[config.mk]
export PLATFORM = sky130hd
export DESIGN_NAME = instr_fetch_unit
export DESIGN_NICKNAME = d
export VERILOG_FILES = /design/src/rtl/instr_fetch_unit.sv
export SDC_FILE = /design/constraint.sdc
export NUM_CORES = 1
export LEC_CHECK = 0
export ABC_AREA = 1
export BUFFER_PORTS_ARGS = -buffer_cell sky130_fd_sc_hd__buf_2
export CAP_MARGIN = 20
export CORE_MARGIN = 2
export CORE_UTILIZATION = 48
export CTS_BUF_LIST = sky130_fd_sc_hd__clkbuf_8
export CTS_CLUSTER_SIZE = 8
export DETAILED_ROUTE_END_ITERATION = 6
export GPL_TIMING_DRIVEN = 0
export PLACE_DENSITY = 0.71
export SYNTH_ARGS = -nofsm -noshare
export SYNTH_HDL_FRONTEND = slang
export SYNTH_SLANG_ARGS = --single-unit
[constraint.sdc]
create_clock -name clk -period 2.9 [get_ports clk]
set_input_delay 0.29 -clock clk [delete_from_list [all_inputs] [get_ports clk]]
set_output_delay 0.29 -clock clk [all_outputs]
set_load 0.005 [all_outputs]
[src/rtl/instr_fetch_unit.sv]
// Instruction fetch unit: holds the PC, reads the word-indexed instruction memory
// combinationally and queues {pc, instr} pairs in a 2-entry buffer for decode.
module instr_fetch_unit #(
  parameter logic [31:0] RESET_PC     = 32'h0000_0000,
  parameter int unsigned MEM_WORDS    = 256,
  parameter bit          HALT_ON_ZERO = 1'b1
) (
  input  logic        clk,
  input  logic        reset,
  output logic [31:0] imem_addr,
  input  logic [31:0] imem_rdata,
  input  logic        redirect_valid,
  input  logic [31:0] redirect_pc,
  output logic        out_valid,
  input  logic        out_ready,
  output logic [31:0] out_instr,
  output logic [31:0] out_pc,
  output logic        halted
);

  typedef enum logic [0:0] {StRun, StHalt} state_e;

  state_e      state_q, state_d;
  logic [31:0] pc_q, pc_d;
  logic [1:0]  count_q, count_d;
  logic [31:0] buf_pc_q    [2];
  logic [31:0] buf_pc_d    [2];
  logic [31:0] buf_instr_q [2];
  logic [31:0] buf_instr_d [2];

  logic deq, in_range, zero_word, space, enq;
  logic [1:0] fill;

  // Fetch qualification and handshake decode
  always_comb begin
    deq       = out_valid && out_ready;
    in_range  = {2'b00, pc_q[31:2]} < MEM_WORDS;
    zero_word = HALT_ON_ZERO && (imem_rdata == 32'h0);
    space     = (count_q < 2'd2) || deq;
    enq       = (state_q == StRun) && in_range && !zero_word && space;
  end

  // Next-state: redirect flushes everything, otherwise dequeue/enqueue the buffer
  always_comb begin
    state_d     = state_q;
    pc_d        = pc_q;
    count_d     = count_q;
    buf_pc_d    = buf_pc_q;
    buf_instr_d = buf_instr_q;
    fill        = count_q;
    if (redirect_valid) begin
      count_d = 2'd0;
      pc_d    = {redirect_pc[31:2], 2'b00};
      state_d = StRun;
    end else begin
      if ((state_q == StRun) && (!in_range || zero_word)) begin
        state_d = StHalt;
      end
      if (deq) begin
        buf_pc_d[0]    = buf_pc_q[1];
        buf_instr_d[0] = buf_instr_q[1];
        fill           = count_q - 2'd1;
      end
      // enq implies fill <= 1, so bit 0 selects the free slot
      if (enq) begin
        buf_pc_d[fill[0]]    = pc_q;
        buf_instr_d[fill[0]] = imem_rdata;
        fill                 = fill + 2'd1;
        pc_d                 = pc_q + 32'd4;
      end
      count_d = fill;
    end
  end

  // State registers with synchronous reset
  always_ff @(posedge clk) begin
    if (reset) begin
      state_q     <= StRun;
      pc_q        <= RESET_PC;
      count_q     <= 2'd0;
      buf_pc_q    <= '{default: 32'h0};
      buf_instr_q <= '{default: 32'h0};
    end else begin
      state_q     <= state_d;
      pc_q        <= pc_d;
      count_q     <= count_d;
      buf_pc_q    <= buf_pc_d;
      buf_instr_q <= buf_instr_d;
    end
  end

  // Outputs: head of buffer, forced to zero when empty
  always_comb begin
    imem_addr = {2'b00, pc_q[31:2]};
    out_valid = (count_q != 2'd0);
    out_instr = out_valid ? buf_instr_q[0] : 32'h0;
    out_pc    = out_valid ? buf_pc_q[0] : 32'h0;
    halted    = (state_q == StHalt);
  end

endmodule
After elaboration in Yosys (flattened, before gate mapping)
Cells that the tools add are included.
Widths: inputs -> output; s select.

storage, ports and cells
  output and inout bits = 98
  logic and storage cells = 50
  bits in registers = 163

operators by class
  magnitude comparators = 4
  bitwise gates (word level) = 3
  reduce and logical (&&, ||, !) cells = 15
  add/subtract/negate cells = 3
  multiplexer cells = 17

operators by type and width
  kind                   count
  $mux 32                9
  $bwmux 64              2
  $mux 64                2
  $add 32x3->32 const B  1
  $demux 32 s1           1
  $logic_not 32->1       1
  $lt 30x9->1 const B    1
  $logic_and 1x1->1      6
  $mux 2                 3
  $reduce_bool 2->1      2
  $add 2x1->2 const B    1
  $ge 2x2->1 const B     1
  $logic_not 1->1        2
  $logic_or 1x1->1       2
  $lt 2x1->1 const B     1
  $lt 2x2->1 const B     1
  $not 1->1              2
  $not 1->2              1
  $reduce_and 2->1       1
  $reduce_or 2->1        1
  $sub 2x1->2 const B    1

Longest topological paths before layout
  word-level depth = 11
  gate-level depth with buffers = 13

Worst setup path after synthesis
Ideal clock, no wire load.

  path kind = reg2reg
  start point = reg count_q[0]
  end point = reg (tool-made name)
  data required time = 2.770 ns
  path buffers = 1
  setup slack = 1.197 ns
  arrival time = 1.573 ns
  cell stages (with the launch flop) = 12
  cells stage by stage = dfxtp_1 -> inv_1 -> ha_1 -> inv_2 -> nand2_2 -> inv_2 -> nand2_1 -> nand2_1 -> inv_1 -> nor3_4 -> buf_4 -> nor3_1

RTL lines
  what                      line  text
  start: declaration        25    logic [1:0] count_q, count_d;
  start signal: assignment  86    count_q <= count_d;

Final worst setup path
  start point = reg count_q[0]
  end point = reg buf_pc_q[42] in the netlist's numbering

between the ends
  longest elaborated chain between the ends = 11

RTL lines
  what                                                                  line  text
  parallel branches: the longest is 10 deep, another holds $sub 2x1->2  n/a
  $mux 64 *                                                             65    if (enq) begin
  end signal: assignment                                                87    buf_pc_q <= buf_pc_d;
  end: declaration                                                      26    logic [31:0] buf_pc_q [2];

Mark *: on every way between the ends. The select of a mux whose other input is x is not followed.
A chain may end at the register's enable or synchronous reset.

==> impl_metrics.toml <==
[yosys]
postSynthCellCount = 1290
syn_area_per_cell_um2 = 6.16
netlist.area_leader.share_pct = 40.5
synth_cell_types = 30
ys_top_cells_by_area = "dfxtp_1 (41%), nand2_1 (19%), inv_1 (10%)"
syn_area_um2 = 7950
synth_warnings = 0
ys_seq_area_share_pct = 40.5
synth_seq_cells = 161
yosysTopAreaCell = "dfxtp_1"

[global_route]
grt_pass1_vias = 6985
grt_util_all_layers_pct = 23.8
antenna_found_initial = 0
grt_max_degree = 17
grt_overflow_total = 0
grt_pass1_wl_mm = 34.2

[cells_and_area]
fin_cells = 1702
fillerInstances = 1703
area_delta_synth_final_pct = 18.5
final_area_um2 = 9420
fin_util_pct = 57.4
final_layout_size_suffix_gt1_share_pct = 15.8
seq_area_um2 = 3220
antenna_cells = 0
final_nets = 1539
multiInputGateArea_um2 = 3560

[critical_path]
endpoint_kind = "flop"
crit_buf_inv = 4
critical_path.max_fanout = 11
critPathRequiredTime_ns = 3.25
arrival_ns = 3.00
startpoint_type = "flop"
slowest_stage = "ha_1"
crit_family = "buffers and inverters"
max_stage_delay_ns = 0.71
path_cells = "inv_1 -> ha_1 -> inv_2 -> nand2_2 -> clkbuf_1 -> clkbuf_1 -> o21ai_0 -> nand3_1 -> o21ai_0"
critPathKind = "reg -> reg"

[sta]
whs_ns = 0.0669
clock-skew-final_ns = 0.0102
fin_setup_tns_ns = 0
setup_viol = 0
rsz0062_at_grt = "no"
fmax_ghz = 0.376
post-route-period-util_pct = 91.6
min_period_ns = 2.66
drv_slew = 0
worst_slew_pin_slew_ns = 0.842
max_slew_margin_pct = 43.9
hold_viol = 0

[floorplan]
row_count = 47
initial_utilization_pct = 48.4
num_io_pins = 166
dieArea_um2 = 17600
die_x_um = 133
core_area_um2 = 16400
die_h_um = 133

[detailed_routing]
via_per_inst = 4.66
routedWlPerCell_um = 12.3
vias = 7938
routed_wl_mm = 20.9
drcViolationCount = 0
drtPass1Iterations = 5
drt_iter0_drc = 522
ant_nets = 0

[placed_design]
io_buffers = 160
placed_cell_area_um2 = 9030
hpwlAfterDp_mm = 14.9
gp_congestion = 0.864
place_inst = 1671

[clocking]
postCtsResizedCells = 0
cts_tree = "done"
clkLatencyLatePin_ns = 0.46
clk_pin_slew_ns = 0.09
post_cts.repair.setup_buffers = 0
cts_buffers = 17
cts_sinks = 161
cts-root-buf = "clkbuf_8"
clock_path_buffers = 2
cts_hold_buf = 0
h-tree-depth = 4

[power]
vdd_drop_max_uv = 260
pwr_density_cell_nw_per_um2 = 457
leakagePower_uw = 0.00460

[run_status]
status = "complete, no violations"

[worst_hold_path]
hp-class = "in -> reg"

[job]
max_cap_violations = 0
-- area by class of cell --
class,instances,share of cell area (%)
multi-input cells,838,37.8
clock buffers,19,2.78
flip-flops and latches,161,34.2
repair buffers,160,8.50
well taps,220,2.92
inverters,218,8.68
plain buffers,73,3.69
clock inverters,13,1.45
-- power by group --
part | total, uW | switching (uW) | internal [uW]
Combinational | 353 | 228 | 125
Clock | 1670 | 861 | 810
Sequential | 2280 | 34.8 | 2250
-- cell usage after synthesis --
cell type  count
inv_1        211
nand3_4        1
clkinv_1       1
a21oi_1       31
clkbuf_1      39
o21ai_0       94
buf_6          3
buf_4          8
o22ai_1        2
xnor2_1        1
nor3_1        23
nand2_2        1
conb_1         1
nor2_1       190
nor2_2         2
nand3_1       78
nand3_2        1
xor2_1         5
ha_1           2
nand4_4        1
nand2_4        1
buf_2         17
nand2_1      399
inv_2          6
nor3_4         1
nor3b_1        1
buf_1          7
dfxtp_1      161
nand4_1        1
nor2_4         1
-- worst register-to-register path, delay by kind of cell, from the launching register on --
family / cells / cell delay (ns)
AO/OA/AOI/OAI: 2 / 0.25
adder cells (fa/ha/maj): 1 / 0.71
flip-flops: 1 / 0.32
AND/OR/NAND/NOR: 2 / 0.25
buffers and inverters: 4 / 1.02
-- layer usage --
layer	wire length (um)	up-vias	GRT usage [%]
met5	0	-	0
met2	9120	233	36.1
met1	10100	3467	33.3
li1	-	4210	-
met4	387	0	8.66
met3	1230	28	5.33
-- per-stage QoR --
step	setup slack (ns)	total power, uW
3_3_place_gp	0.510	2680
2_1_floorplan	1.20	2530
4_1_cts	0.0483	4330
3_5_place_dp	0.563	2680
6_report	0.242	4300
5_1_grt	0.0546	4480
-- final timing paths --
path | endpoint | cells after the start | slack (ns) | start
worst max-delay path | buf_pc_q[42] | 9 | 0.24 | count_q[0]
worst min-delay path | pc_q[14] | 3 | 0.07 | redirect_pc[14]
worst max register to register | buf_pc_q[42] | 9 | 0.24 | count_q[0]
worst min register to register | flop | 2 | 0.44 | flop
-- kinds of logic (layout without fill, tap and decap cells) --
kind of cell             Yosys count  after routing  share of synthesized area (%)
AND/OR/NAND/NOR                  701            701                           35.7
buffers and inverters            292            483                           14.7
flip-flops                       161            161                           40.5
AO/OA/AOI/OAI                    127            127                           8.03
XOR/XNOR                           6              6                          0.661
adder cells (fa/ha/maj)            2              2                          0.315
other                              1              2                         0.0472
-- cells in the final DEF (no fill, tap or decap), types with 19 or more instances in the layout --
cell / n
nand2_1: 399
inv_1: 212
nor2_1: 190
buf_2: 177
dfxtp_1: 161
o21ai_0: 94
nand3_1: 78
clkbuf_1: 38
a21oi_1: 31
nor3_1: 23
clkbuf_8: 19
No activity file was read; power rests on OpenSTA's default activity.
